`src/rtl/pc_pkg.sv`:
```
// Shared constants for the program-counter unit: next-PC source encodings
// and the default exception vector.
package pc_pkg;

    localparam logic [2:0] SEL_SEQ = 3'd0;
    localparam logic [2:0] SEL_BR  = 3'd1;
    localparam logic [2:0] SEL_J   = 3'd2;
    localparam logic [2:0] SEL_JR  = 3'd3;
    localparam logic [2:0] SEL_RET = 3'd4;
    localparam logic [2:0] SEL_EXC = 3'd5;

    localparam logic [31:0] DEFAULT_EXC_VEC = 32'h0000_0080;

endpackage

```
`src/rtl/ras_stack.sv`:
```
// Circular return-address stack: push overwrites the oldest entry when full,
// replace rewrites the top in place without moving the pointer.
module ras_stack #(
    parameter int ADDR_W    = 32,
    parameter int RAS_DEPTH = 4
) (
    input  logic              clk,
    input  logic              Reset,
    input  logic              push,
    input  logic              pop,
    input  logic              replace,
    input  logic [ADDR_W-1:0] push_data,
    output logic [ADDR_W-1:0] top,
    output logic              empty,
    output logic              full
);

    localparam int PTR_W = $clog2(RAS_DEPTH);
    localparam int CNT_W = $clog2(RAS_DEPTH + 1);
    localparam logic [CNT_W-1:0] DEPTH_C = CNT_W'(RAS_DEPTH);

    logic [ADDR_W-1:0] entries [RAS_DEPTH];
    logic [PTR_W-1:0]  wr_ptr;
    logic [CNT_W-1:0]  count;
    logic [PTR_W-1:0]  top_ptr;

    // The pointer addresses the next free slot, so the top lives one below it.
    assign top_ptr = wr_ptr - 1'b1;
    assign empty   = (count == '0);
    assign full    = (count == DEPTH_C);
    assign top     = empty ? '0 : entries[top_ptr];

    always_ff @(posedge clk) begin
        if (Reset) begin
            wr_ptr <= '0;
            count  <= '0;
            for (int i = 0; i < RAS_DEPTH; i++) begin
                entries[i] <= '0;
            end
        end else if (replace) begin
            entries[top_ptr] <= push_data;
        end else if (push) begin
            entries[wr_ptr] <= push_data;
            wr_ptr          <= wr_ptr + 1'b1;
            if (!full) begin
                count <= count + 1'b1;
            end
        end else if (pop && !empty) begin
            wr_ptr <= wr_ptr - 1'b1;
            count  <= count - 1'b1;
        end
    end

endmodule

```
`src/rtl/pc_ras_unit.sv`:
```
// Program-counter register with six next-address sources, a return-address
// stack for call/return pairs and a registered misaligned-target flag.
module pc_ras_unit
    import pc_pkg::*;
#(
    parameter int               ADDR_W    = 32,
    parameter logic [ADDR_W-1:0] RESET_VEC = '0,
    parameter logic [31:0]      EXC_VEC   = DEFAULT_EXC_VEC,
    parameter int               RAS_DEPTH = 4
) (
    input  logic              clk,
    input  logic              Reset,
    input  logic              PCWre,
    input  logic [2:0]        pc_sel,
    input  logic              link,
    input  logic [15:0]       br_offset,
    input  logic [25:0]       j_index,
    input  logic [ADDR_W-1:0] jr_target,
    output logic [ADDR_W-1:0] currentIAddr,
    output logic [ADDR_W-1:0] ras_top,
    output logic              ras_empty,
    output logic              ras_full,
    output logic              misalign_err
);

    localparam logic [ADDR_W-1:0] EXC_ADDR = ADDR_W'(EXC_VEC);

    logic [ADDR_W-1:0] pc4;
    logic [ADDR_W-1:0] br_target;
    logic [ADDR_W-1:0] j_target;
    logic [ADDR_W-1:0] reg_target;
    logic [ADDR_W-1:0] next_pc;
    logic              is_reg_jump;
    logic              misaligned;
    logic              push_req;
    logic              pop_req;
    logic              do_replace;

    assign pc4       = currentIAddr + ADDR_W'(4);
    assign br_target = pc4 + {{(ADDR_W-18){br_offset[15]}}, br_offset, 2'b00};

    // Jump keeps the region bits of pc4 above bit 27.
    always_comb begin
        j_target       = pc4;
        j_target[27:0] = {j_index, 2'b00};
    end

    assign is_reg_jump = (pc_sel == SEL_JR) || (pc_sel == SEL_RET);
    assign reg_target  = ((pc_sel == SEL_RET) && !ras_empty) ? ras_top : jr_target;
    assign misaligned  = is_reg_jump && (reg_target[1:0] != 2'b00);

    always_comb begin
        next_pc = pc4;
        case (pc_sel)
            SEL_BR:  next_pc = br_target;
            SEL_J:   next_pc = j_target;
            SEL_JR:  next_pc = reg_target;
            SEL_RET: next_pc = reg_target;
            SEL_EXC: next_pc = EXC_ADDR;
            default: next_pc = pc4;
        endcase
        if (misaligned) begin
            next_pc = EXC_ADDR;
        end
    end

    // Call+return in one update rewrites the top; on an empty stack it is a push.
    assign push_req   = PCWre && link;
    assign pop_req    = PCWre && (pc_sel == SEL_RET);
    assign do_replace = push_req && pop_req && !ras_empty;

    ras_stack #(
        .ADDR_W   (ADDR_W),
        .RAS_DEPTH(RAS_DEPTH)
    ) u_ras (
        .clk      (clk),
        .Reset    (Reset),
        .push     (push_req && !do_replace),
        .pop      (pop_req && !do_replace),
        .replace  (do_replace),
        .push_data(pc4),
        .top      (ras_top),
        .empty    (ras_empty),
        .full     (ras_full)
    );

    always_ff @(posedge clk) begin
        if (Reset) begin
            currentIAddr <= RESET_VEC;
            misalign_err <= 1'b0;
        end else if (PCWre) begin
            currentIAddr <= next_pc;
            misalign_err <= misaligned;
        end else begin
            misalign_err <= 1'b0;
        end
    end

endmodule

```
`config.mk`:
```
export PLATFORM = sky130hd
export DESIGN_NAME = pc_ras_unit
export DESIGN_NICKNAME = d
export VERILOG_FILES = /design/src/rtl/pc_pkg.sv /design/src/rtl/ras_stack.sv /design/src/rtl/pc_ras_unit.sv
export SDC_FILE = /design/constraint.sdc
export NUM_CORES = 1
export LEC_CHECK = 0
export BUFFER_PORTS_ARGS = -buffer_cell sky130_fd_sc_hd__clkbuf_2
export CORE_MARGIN = 2
export CORE_UTILIZATION = 35
export DETAILED_ROUTE_END_ITERATION = 10
export HOLD_SLACK_MARGIN = 0.03
export MAX_ROUTING_LAYER = met4
export PLACE_DENSITY = 0.5
export SYNTH_ARGS = -nofsm -noshare
export SYNTH_HDL_FRONTEND = slang
export SYNTH_HIERARCHICAL = 1
export SYNTH_SLANG_ARGS = --single-unit
```
`constraint.sdc`:
```
create_clock -name clk -period 8.87 [get_ports clk]
set_input_delay 1.3305 -clock clk [delete_from_list [all_inputs] [get_ports clk]]
set_output_delay 1.3305 -clock clk [all_outputs]
set_load 0.05 [all_outputs]
```
==> results of run 1 <==
## final cells by class
cell class | count | area share (%)
Clock buffer | 17 | 3.40
Clock inverter | 15 | 1.13
Inverter | 62 | 1.86
Multi-Input combinational cell | 842 | 45.8
Sequential cell | 166 | 36.8
Tap cell | 396 | 3.96
Timing Repair Buffer | 166 | 7.02
## metrics by stage
stage               area (sq um)  util (%)
global placement           11900      39.0
CTS                        12500      40.9
finish                     12500      40.9
detailed placement         11900      39.0
global route               12500      40.9
floorplan                  10900         -
## placed cells by master (no fill, tap or decap), types with 5 or more instances in the layout
cell type,n
a211o_1,5
a211oi_1,8
a21o_1,21
a21oi_1,90
a221oi_1,8
a31oi_1,8
and2_1,9
and3_1,9
and4_1,6
buf_4,19
clkbuf_16,17
clkbuf_2,147
clkinvlp_4,5
dfxtp_1,36
edfxtp_1,128
ha_1,37
inv_1,60
inv_8,5
mux2i_1,21
mux4_2,32
nand2_1,120
nand2b_1,8
nand3_1,18
nand4_1,10
nor2_1,135
nor2_2,21
nor2b_1,39
nor3_1,13
o21a_1,8
o21ai_0,52
o21ai_1,9
o22ai_1,10
xnor2_1,37
xor2_1,14
## how the worst min path moves through the flow
stage	from	end	slack, ps	cells past startpoint
final	currentIAddr[1]$_SDFFE_PP0P_	currentIAddr[1]$_SDFFE_PP0P_	510	1
after global routing	currentIAddr[1]$_SDFFE_PP0P_	currentIAddr[1]$_SDFFE_PP0P_	520	1
after CTS	currentIAddr[1]$_SDFFE_PP0P_	currentIAddr[1]$_SDFFE_PP0P_	520	1
after detailed placement	currentIAddr[1]$_SDFFE_PP0P_	currentIAddr[1]$_SDFFE_PP0P_	500	1
after global placement	currentIAddr[1]$_SDFFE_PP0P_	currentIAddr[1]$_SDFFE_PP0P_	490	1
after floorplan	currentIAddr[0]$_SDFFE_PP0P_	currentIAddr[0]$_SDFFE_PP0P_	450	1
## power by group
part	switching, mW	total [mW]	leakage, nW	internal, mW
combinational	0.375	0.553	3.26	0.179
clock	0.352	0.724	0.265	0.372
sequential	0.0326	0.907	1.64	0.874
## registers in the layout, indices dropped and copies added, names as in the netlist
name,count
currentIAddr,32
u_ras/wr_ptr,2
u_ras/entries,128
misalign_err,1
u_ras/count,3
## critical path, stage by stage
cell and delay, ps:
clkbuf_2 80, buf_4 300, or4b_1 980, nor2_1 820
nand2_1 170, a211o_1 340, nand2_1 500, buf_4 410
## routing by layer
metal  routed length [um]  GRT usage, %  part of all wire (%)  vias to the layer above
met5                    0             -                     0                        -
met2                16700          34.7                    46                      312
met1                16600          31.1                    46                     4482
li1                     -             -                     -                     4365
met4                  582          5.84                   1.6                        0
met3                 2090          3.42                   5.8                       33
## synthesized netlist by cell type, types with 10 or more instances
master / count
ha_1: 37
nor2_2: 21
a21o_1: 21
buf_2: 15
nand2_1: 120
nand3_1: 18
nor3_1: 14
xor2_1: 14
dfxtp_1: 38
o22ai_1: 10
o21ai_1: 10
o21ai_0: 52
inv_1: 60
xnor2_1: 37
clkbuf_1: 32
nor2_1: 135
a21oi_1: 90
nand4_1: 10
edfxtp_1: 128
mux4_2: 32
mux2i_1: 21
nor2b_1: 39
## logic make-up (layout without fill, tap and decap cells)
group	Yosys count	after routing	synth area share (%)
AOI/OAI and AO/OA	276	276	16.1
muxes	59	59	9.19
and+or+nand+nor	417	417	18.5
buffers and inverters	127	260	5.19
DFF	166	166	42.4
adders and majority gates	39	39	4.63
xor gates and xnor gates	51	51	4.11
==> metrics.txt, run 1 <==
startpoint types input pin; FILL cells about 3100; TritonCTS buffer count 17; library cells used by synthesis 83; Non-Filler Instances between 1500 and 2000; Placer Congestion 0.914; sequential cell area 4610 sq um; Vias per Instance 5.52; Worst Clk Skew 12.5 ps; Setup TNS 0 ps; Lkg Pwr 5.16 nW; first-pass GRT wire length ~55 mm; Starting Density 35.5%; Fin. Hold Viols 0; Pins Over Slew Limit 0; largest net degree at the start of global routing 68; Worst-path clk slew 70 ps; status finished clean; Multi-input gate area 5730 sq um; slew margin rel. 34.5%; Max clock buf depth 2; kind of critical path input pin to flop; CP required 8980 ps; port bufs between 100 and 150; CTS Root Cell clkbuf_16; drt initial violations 732; Critical Path End u_ras/entries[2][16]$_SDFFCE_PN0P_; All-Layer GR Usage approximately 23%; syn_nets ~1300; DR WL/cell 21.6 um; Die Area 32500 sq um; Fmax 206 MHz; Die Wd roughly 180 um; drt drc 0; setup bufs post-CTS 0; Post-Syn Area 10900 sq um; die height 180 um; post-route setup slack ~4000 ps; layout overhead on the synthesized area 15.1%; worst skew pair latency roughly 440 ps; Syn. warnings 6; total power draw around 2.2 mW; CTS tree done; Cell Pwr Density 175 nW/um^2; final setup fails 0; drt first pass iters 5; Worst VDD drop 0.0934 mV; DP Cell Count 1632; sequential share of the synthesized area a little over two fifths; min cycle time layout 4860 ps; FFs w/ async S/R, synth 0%; area of the core just over 30000 sq um; maxcap violations 0; final hold slack 508 ps; Yosys top cell area share 35.4%; Period Utilization, post-route 54.8%; Crit. End Element flop; Ports 148; GRT Residual Overflow 0; Antenna Cells 0; vias 9192; hold_buf cts 0; CP startpoint pc_sel[0]; Min-Delay Path Class flop to flop; DP Worst Slack between 3000 and 4000 ps; Critical R2R Launch currentIAddr[8]$_SDFFE_PP0P_; R2R Setup Slk roughly 4300 ps; CP arrival a little under 5000 ps; dominant synthesized flop cell edfxtp_1; dpl hpwl 26.6 mm; Synth area leaders edfxtp_1 35%, dfxtp_1 7.0%, mux4_2 6.6%; antenna-violating nets left 0; reg2reg end currentIAddr[28]$_SDFFE_PP0P_; Yosys top cell by area edfxtp_1; Final nets 1375; R2R depth 16; flops & latches, synth approximately 170; crit path max fanout 67; syn avg cell area 9.58 sq um; Worst-Margin Slew around 980 ps; WL final ~36 mm; clk sinks 166; instance count of the mapped netlist 1135; post-cts sizing count 0; share of layout cells above drive strength 1 a little over a fifth; initial antenna violation count 0; vias in the first global route 8842; H-tree depth 4; row count 64; EDFF count, synth 128; unrepaired setup endpoints after global routing no
Note: power is estimated with default switching activity, not from simulation.
==> run 2: changes to the inputs <==
==> constraint.sdc (replaced) <==
create_clock -name clk -period 4.8 [get_ports clk]
set_input_delay 0.72 -clock clk [delete_from_list [all_inputs] [get_ports clk]]
set_output_delay 0.72 -clock clk [all_outputs]
set_load 0.05 [all_outputs]
==> run 2 against run 1 <==
Non-clock buffer count up 15. Final cell count increased by 0.90%. Clock-buffer cell count increased by 1. Utilization grew 0.46 points.
==> metrics.txt, run 2 (synthesis gave the netlist of run 1 again) <==
vias in the first global route 9023 (+2.0%); area of the core 30600 sq um (unchanged); CP max stage cell dfxtp_1; Worst-Margin Slew 987 ps (+4.39 ps); drt first pass iters 5 (unchanged); H-tree depth 4 (unchanged); crit path buf inv count 0 (-3); GRT Residual Overflow 0 (unchanged); Worst-path clk slew 70 ps (about the same); sequential cell area 4610 sq um (unchanged); status finished clean; setup bufs post-CTS 0 (unchanged); Int Pwr 2.69 mW (+89%); CTS tree done; die height 180 um (unchanged); reg2reg end currentIAddr[28]$_SDFFE_PP0P_; Starting Density 35.5% (unchanged); final hold slack 493 ps (-15.3 ps); Critical Path End currentIAddr[28]$_SDFFE_PP0P_; Period Utilization, post-route about nine tenths; DP Area 12100 sq um (+1.2%); hold_buf cts 0 (unchanged); final setup fails 0 (unchanged); dpl hpwl 27.9 mm (+4.9%); Comb power frac 25.4% (about the same); crit path max fanout 7 (-90%); Cell Pwr Density 323 nW/um^2 (+85%); Top Registers u_ras/entries: 128 flops, currentIAddr: 32 flops, u_ras/count: 3 flops; Finished Core Util 41.4% (+0.46 points); unrepaired setup endpoints after global routing no; Critical Path Most Common Cell nand2_1; switch share 34.1% (-0.68 points); Setup TNS 0 ps (unchanged); DR WL/cell 22.2 um (+2.8%); Worst VDD drop 0.262 mV (+180%); Top reg by flops u_ras/entries; worst-path cell chain ha_1, and4_1, nand3_1, nor2_2, and2_1, nand2_1, xnor2_1, ha_1, nand2_1, nor4_1, and4_1, o311ai_0, a31oi_1, a21oi_1, mux2i_1, nand2_1, a31oi_1; Worst Clk Skew 11.6 ps (-0.821 ps); Flop pwr share 41.1% (-0.4 points); Clk pwr share 33.6% (+0.5 points); R2R Setup Slk 520 ps (-3800 ps); family with the most delay on the worst path simple AND/OR/NAND/NOR gates; largest net degree at the start of global routing 66 (-2.9%); commonest non-fill, non-tap cells in the layout 147 x clkbuf_2, 135 x nor2_1, 128 x edfxtp_1; Sw Pwr 1.39 mW (+83%); Worst path depth 17 (+9); kind of critical path flop to flop; drt initial violations 769 (+5.1%); port bufs 147 (unchanged); Vias per Instance 5.53 (about the same); R2R depth 17 (+1); Pins Over Slew Limit 0 (unchanged); Fin. Hold Viols 0 (unchanged); Max clock buf depth 2 (unchanged); commonest non-fill, non-tap cell in the layout clkbuf_2; row count 64 (unchanged); min cycle time layout 4280 ps; Crit. End Element flop; CP required 5170 ps (-3810 ps); share of layout cells above drive strength 1 22.3% (+0.84 points); Antenna Cells 0 (unchanged); Placer Congestion 0.894 (-2.2%); TritonCTS buffer count 17 (unchanged); FILL cells 3125 (+0.64%); worst skew pair latency 430 ps (about the same); Ports 148 (unchanged); All-Layer GR Usage 23.5% (+0.92 points); Fmax 233 MHz; layout overhead on the synthesized area 16.4%; Die Wd 180 um (unchanged); slowest stage delay, CP 450 ps (-530 ps); post-route cell area 12600 sq um (+1.1%); Multi-input gate area 5730 sq um (unchanged); clk sinks 166 (unchanged); post-cts sizing count 0 (unchanged); drt drc 0 (unchanged); maxcap violations 0 (unchanged); vias 9278 (+0.94%); Min-Delay Path Class flop to flop; slew margin rel. 34.1% (-0.43 points); Die Area 32500 sq um (unchanged); startpoint types flop; Critical R2R Launch currentIAddr[2]$_SDFFE_PP0P_; CP arrival 4650 ps (-320 ps); initial antenna violation count 0 (unchanged); CTS Root Cell clkbuf_16; first-pass GRT wire length 56.3 mm (+3.1%); max FFs per register 128 (unchanged); Final nets 1390 (+1.1%); Lkg Pwr 5.26 nW (+2.0%); CP startpoint currentIAddr[2]$_SDFFE_PP0P_; antenna-violating nets left 0 (unchanged); WL final 37.3 mm (+3.7%)
run 2: how the worst min path moves through the flow:
stage                                 startpoint                            to  cells after the start
global route        currentIAddr[1]$_SDFFE_PP0P_  currentIAddr[1]$_SDFFE_PP0P_                      1
floorplan           currentIAddr[0]$_SDFFE_PP0P_  currentIAddr[0]$_SDFFE_PP0P_                      1
finish              currentIAddr[1]$_SDFFE_PP0P_  currentIAddr[1]$_SDFFE_PP0P_                      1
detailed placement  currentIAddr[1]$_SDFFE_PP0P_  currentIAddr[1]$_SDFFE_PP0P_                      1
global placement    currentIAddr[1]$_SDFFE_PP0P_  currentIAddr[1]$_SDFFE_PP0P_                      1
CTS                 currentIAddr[1]$_SDFFE_PP0P_  currentIAddr[1]$_SDFFE_PP0P_                      1
run 2: routing by layer:
layer / share of wire, % / GRT usage (%) / vias up / wire [um]
li1: - / - / 4396 / -
met1: 46 / 32.9 / 4514 / 17200
met2: 46 / 36.1 / 326 / 17300
met3: 5.5 / 2.85 / 42 / 2050
met4: 2.0 / 6.13 / 0 / 741
met5: 0 / - / - / 0
run 2: worst register-to-register path, cell delays in order (launching register included):
cell and delay (ps):
dfxtp_1 450, ha_1 270, and4_1 280, nand3_1 160
nor2_2 310, and2_1 300, nand2_1 120, xnor2_1 170
ha_1 400, nand2_1 140, nor4_1 380, and4_1 230
o311ai_0 200, a31oi_1 330, a21oi_1 130, mux2i_1 170
nand2_1 70, a31oi_1 120
run 2: layout make-up:
class	instances	share of cell area [%]
Multi-Input combinational cell	842	45.3
Clock inverter	14	1.12
Tap cell	396	3.92
Clock buffer	18	3.39
Inverter	62	1.84
Timing Repair Buffer	181	8.03
Sequential cell	166	36.4
run 2: metrics by stage:
stage / setup WS, ps / instances / power (mW)
3_3_place_gp: 628 / 1647 / 2.74
5_1_grt: 136 / 1679 / 4.24
2_1_floorplan: 415 / 1135 / 2.40
3_5_place_dp: 552 / 1647 / 2.73
6_report: 516 / 1679 / 4.08
4_1_cts: 496 / 1679 / 4.10
run 2: power by group through the flow:
| stage | Combinational [mW] | Clock (mW) | Sequential, mW |
|---|---|---|---|
| floorplan | 0.654 | 0 | 1.75 |
| global placement | 1.03 | 0 | 1.71 |
| detailed placement | 1.03 | 0 | 1.71 |
| CTS | 1.03 | 1.39 | 1.68 |
| global route | 1.11 | 1.45 | 1.69 |
| finish | 1.03 | 1.37 | 1.68 |
==> run 3: changes to the inputs <==
--- a/config.mk
+++ b/config.mk
@@ -5,6 +5,7 @@
 export SDC_FILE = /design/constraint.sdc
 export NUM_CORES = 1
 export LEC_CHECK = 0
+export ABC_AREA = 1
 export BUFFER_PORTS_ARGS = -buffer_cell sky130_fd_sc_hd__clkbuf_2
 export CORE_MARGIN = 2
 export CORE_UTILIZATION = 35
==> constraint.sdc (replaced) <==
create_clock -name clk -period 4.8 [get_ports clk]
set_input_delay 0.72 -clock clk [delete_from_list [all_inputs] [get_ports clk]]
set_output_delay 0.72 -clock clk [all_outputs]
set_load 0.005 [all_outputs]
==> run 3 against run 2 <==
Maximum frequency increased by 14%. Setup slack improved by 530 ps. Routed wire length increased by 15%.
==> metrics.txt, run 3 <==
port bufs 147 (unchanged); layout overhead on the synthesized area 15.4%; Worst VDD drop 0.225 mV (-14%); family with the most delay on the worst path simple AND/OR/NAND/NOR gates; synth cell count leaders 389 x nand2_1, 202 x nand3_1, 202 x nor2_1; largest net degree at the start of global routing 40 (-39%); Setup TNS 0 ps (unchanged); total power draw 3.95 mW (-3.2%); die height 184 um (+2.4%); worst-path cell chain ha_1, nand2_2, nor2_4, nand2_2, nor2_1, nor2_1, a21oi_1, ha_1, nand2_1, inv_1, a21oi_1, nand3_1, nand2_1, nand3_1, nand2_1, nand2_1, o21ai_0, nand2_1, a21oi_1; Sw Pwr 1.28 mW (-7.8%); Top reg by flops u_ras/entries; instance count of the mapped netlist 1552 (+37%); Min-Delay Path Class flop to flop; dpl hpwl 31.6 mm (+13%); status finished clean; Synth area leaders edfxtp_1 34%, nand2_1 13%, nand3_1 8.9%; Crit. End Element flop; drt initial violations 911 (+18%); sequential cell area 4610 sq um (unchanged); min cycle time layout 3750 ps (-534 ps); Starting Density 35.3% (-0.22 points); area of the core 32300 sq um (+5.6%); row count 66 (+3.1%); Placer Congestion 0.965 (+7.9%); commonest non-fill, non-tap cells in the layout 389 x nand2_1, 202 x nand3_1, 201 x nor2_1; commonest non-fill, non-tap cell in the layout nand2_1; max FFs per register 128 (unchanged); Ports 148 (unchanged); H-tree depth 4 (unchanged); All-Layer GR Usage 26.5% (+3.0 points); Worst-Margin Slew 778 ps (-209 ps); CP max stage cell dfxtp_1; post-cts sizing count 0 (unchanged); EDFF count, synth 128 (unchanged); hold_buf cts 0 (unchanged); GRT Residual Overflow 0 (unchanged); FILL cells 3393 (+8.6%); Die Wd 184 um (+2.4%); crit path buf inv count 1 (+1); CP required 5180 ps (about the same); Critical Path Most Common Cell nand2_1; worst skew pair latency 440 ps (about the same); Yosys top cell area share 33.7% (-1.6 points); vias 11100 (+19%); maxcap violations 0 (unchanged); R2R depth 19 (+2); Final nets 1790 (+29%); Multi-input gate area 5770 sq um (+0.68%); drt drc 0 (unchanged); syn_nets 1672 (+33%); CP arrival 4120 ps (-530 ps); TritonCTS buffer count 17 (unchanged); sequential share of the synthesized area 40.4% (-2.0 points); Clk pwr share 35.7% (+2.1 points); Worst-path clk slew 70 ps (about the same); Int Pwr 2.67 mW (-0.74%); Cell Pwr Density 300 nW/um^2 (-6.9%); kind of critical path flop to flop; Top Registers u_ras/entries: 128 flops, currentIAddr: 32 flops, u_ras/count: 3 flops; DR WL/cell 20.1 um (-9.5%); final setup fails 0 (unchanged); switch share 32.4% (-1.6 points); syn avg cell area 7.35 sq um (-23%); crit path max fanout 5 (-2); drt first pass iters 5 (unchanged); Worst Clk Skew 12.3 ps (+0.638 ps); clk sinks 166 (unchanged); Max clock buf depth 2 (unchanged); Post-Syn Area 11400 sq um (+4.9%); initial antenna violation count 1 (+1); Pins Over Slew Limit 0 (unchanged); unrepaired setup endpoints after global routing no; share of layout cells above drive strength 1 15.6% (-6.7 points); Vias per Instance 5.20 (-5.8%); CTS tree done; WL final 42.8 mm (+15%); Lkg Pwr 5.94 nW (+13%); flops & latches, synth 166 (unchanged); R2R Setup Slk 1050 ps (+530 ps); Fmax 267 MHz (+14%); vias in the first global route 10500 (+16%); FFs w/ async S/R, synth 0% (unchanged); slowest stage delay, CP 390 ps (-60 ps); slew margin rel. 48.1% (+14 points); first-pass GRT wire length 64.6 mm (+15%); Period Utilization, post-route 78.1% (-11 points); Fin. Hold Viols 0 (unchanged); Flop pwr share 42.9% (+1.8 points); Syn. warnings 6 (unchanged); Worst path depth 19 (+2); Min-Delay Path Depth 2 (+1); library cells used by synthesis 50 (-40%); dominant synthesized flop cell edfxtp_1; count leader, synth nand2_1; Die Area 34000 sq um (+4.8%); startpoint types flop; CTS Root Cell clkbuf_16; antenna-violating nets left 0 (unchanged); Comb power frac 21.4% (-4.0 points); setup bufs post-CTS 0 (unchanged); Yosys top cell by area edfxtp_1
run 3: changes by cell type after synthesis, sizes merged, moves of 18 or more:
cell / before / now
a41oi: 0 / 33
nand3: 18 / 207
o21bai: 3 / 24
nand2: 121 / 403
nor2b: 39 / 0
mux2i: 21 / 0
mux4: 32 / 0
o21ai: 62 / 41
a21o: 21 / 3
xnor2: 37 / 5
inv: 60 / 185
nor2: 156 / 212
run 3: cells by family after synthesis:
family / after synthesis / synth area share [%]
XOR/XNOR: 19 / 1.59
AO/OA/AOI/OAI: 205 / 11.4
adder cells (fa/ha/maj): 39 / 4.41
AND/OR/NAND/NOR: 864 / 33.0
buffers and inverters: 259 / 9.17
flip-flops: 166 / 40.4
run 3: power by group through the flow:
stage	Combinational, mW	Clock (mW)	Sequential [mW]
final	0.846	1.41	1.69
after CTS	0.849	1.43	1.69
after floorplan	0.512	0	1.70
after global placement	0.846	0	1.73
after global routing	0.936	1.49	1.70
after detailed placement	0.846	0	1.73
run 3: cell type report:
cell class,count,share of cell area (%)
Sequential cell,166,35.0
Clock inverter,15,1.27
Inverter,186,5.32
Antenna cell,1,0.0190
Tap cell,442,4.20
Clock buffer,17,3.23
Timing Repair Buffer,172,7.11
Multi-Input combinational cell,1127,43.8
run 3: worst register-to-register path: stages, from the launching register on:
cell,delay (ps)
dfxtp_1,390
ha_1,230
nand2_2,100
nor2_4,160
nand2_2,100
nor2_1,230
nor2_1,70
a21oi_1,380
ha_1,370
nand2_1,250
inv_1,70
a21oi_1,270
nand3_1,350
nand2_1,150
nand3_1,110
nand2_1,80
nand2_1,50
o21ai_0,160
nand2_1,70
a21oi_1,110
run 3: final timing paths:
| check | from | endpoint |
|---|---|---|
| worst max-delay path | currentIAddr[3]$_SDFFE_PP0P_ | currentIAddr[20]$_SDFFE_PP0P_ |
| worst min-delay path | currentIAddr[0]$_SDFFE_PP0P_ | currentIAddr[0]$_SDFFE_PP0P_ |
| worst max register to register | currentIAddr[3]$_SDFFE_PP0P_ | currentIAddr[20]$_SDFFE_PP0P_ |
| worst min register to register | currentIAddr[0]$_SDFFE_PP0P_ | currentIAddr[0]$_SDFFE_PP0P_ |
run 3: stage by stage:
| stage | hold WS, ps | std cells | util (%) | instance area (sq um) | worst slack (ps) |
|---|---|---|---|---|---|
| after global placement | 482 | 2093 | 38.9 | 12600 | 1090 |
| after detailed placement | 497 | 2093 | 38.9 | 12600 | 1080 |
| final | 508 | 2126 | 40.8 | 13200 | 1050 |
| after CTS | 508 | 2125 | 40.7 | 13200 | 1050 |
| after floorplan | 446 | 1552 | - | 11400 | 629 |
| after global routing | 538 | 2126 | 40.8 | 13200 | 726 |
run 3: layer usage:
layer	vias to the layer above	wire length, um	GRT usage, %
met2	346	19700	41.4
li1	5417	-	-
met4	0	1260	9.28
met5	-	0	-
met3	57	2600	3.54
met1	5241	19200	35.3
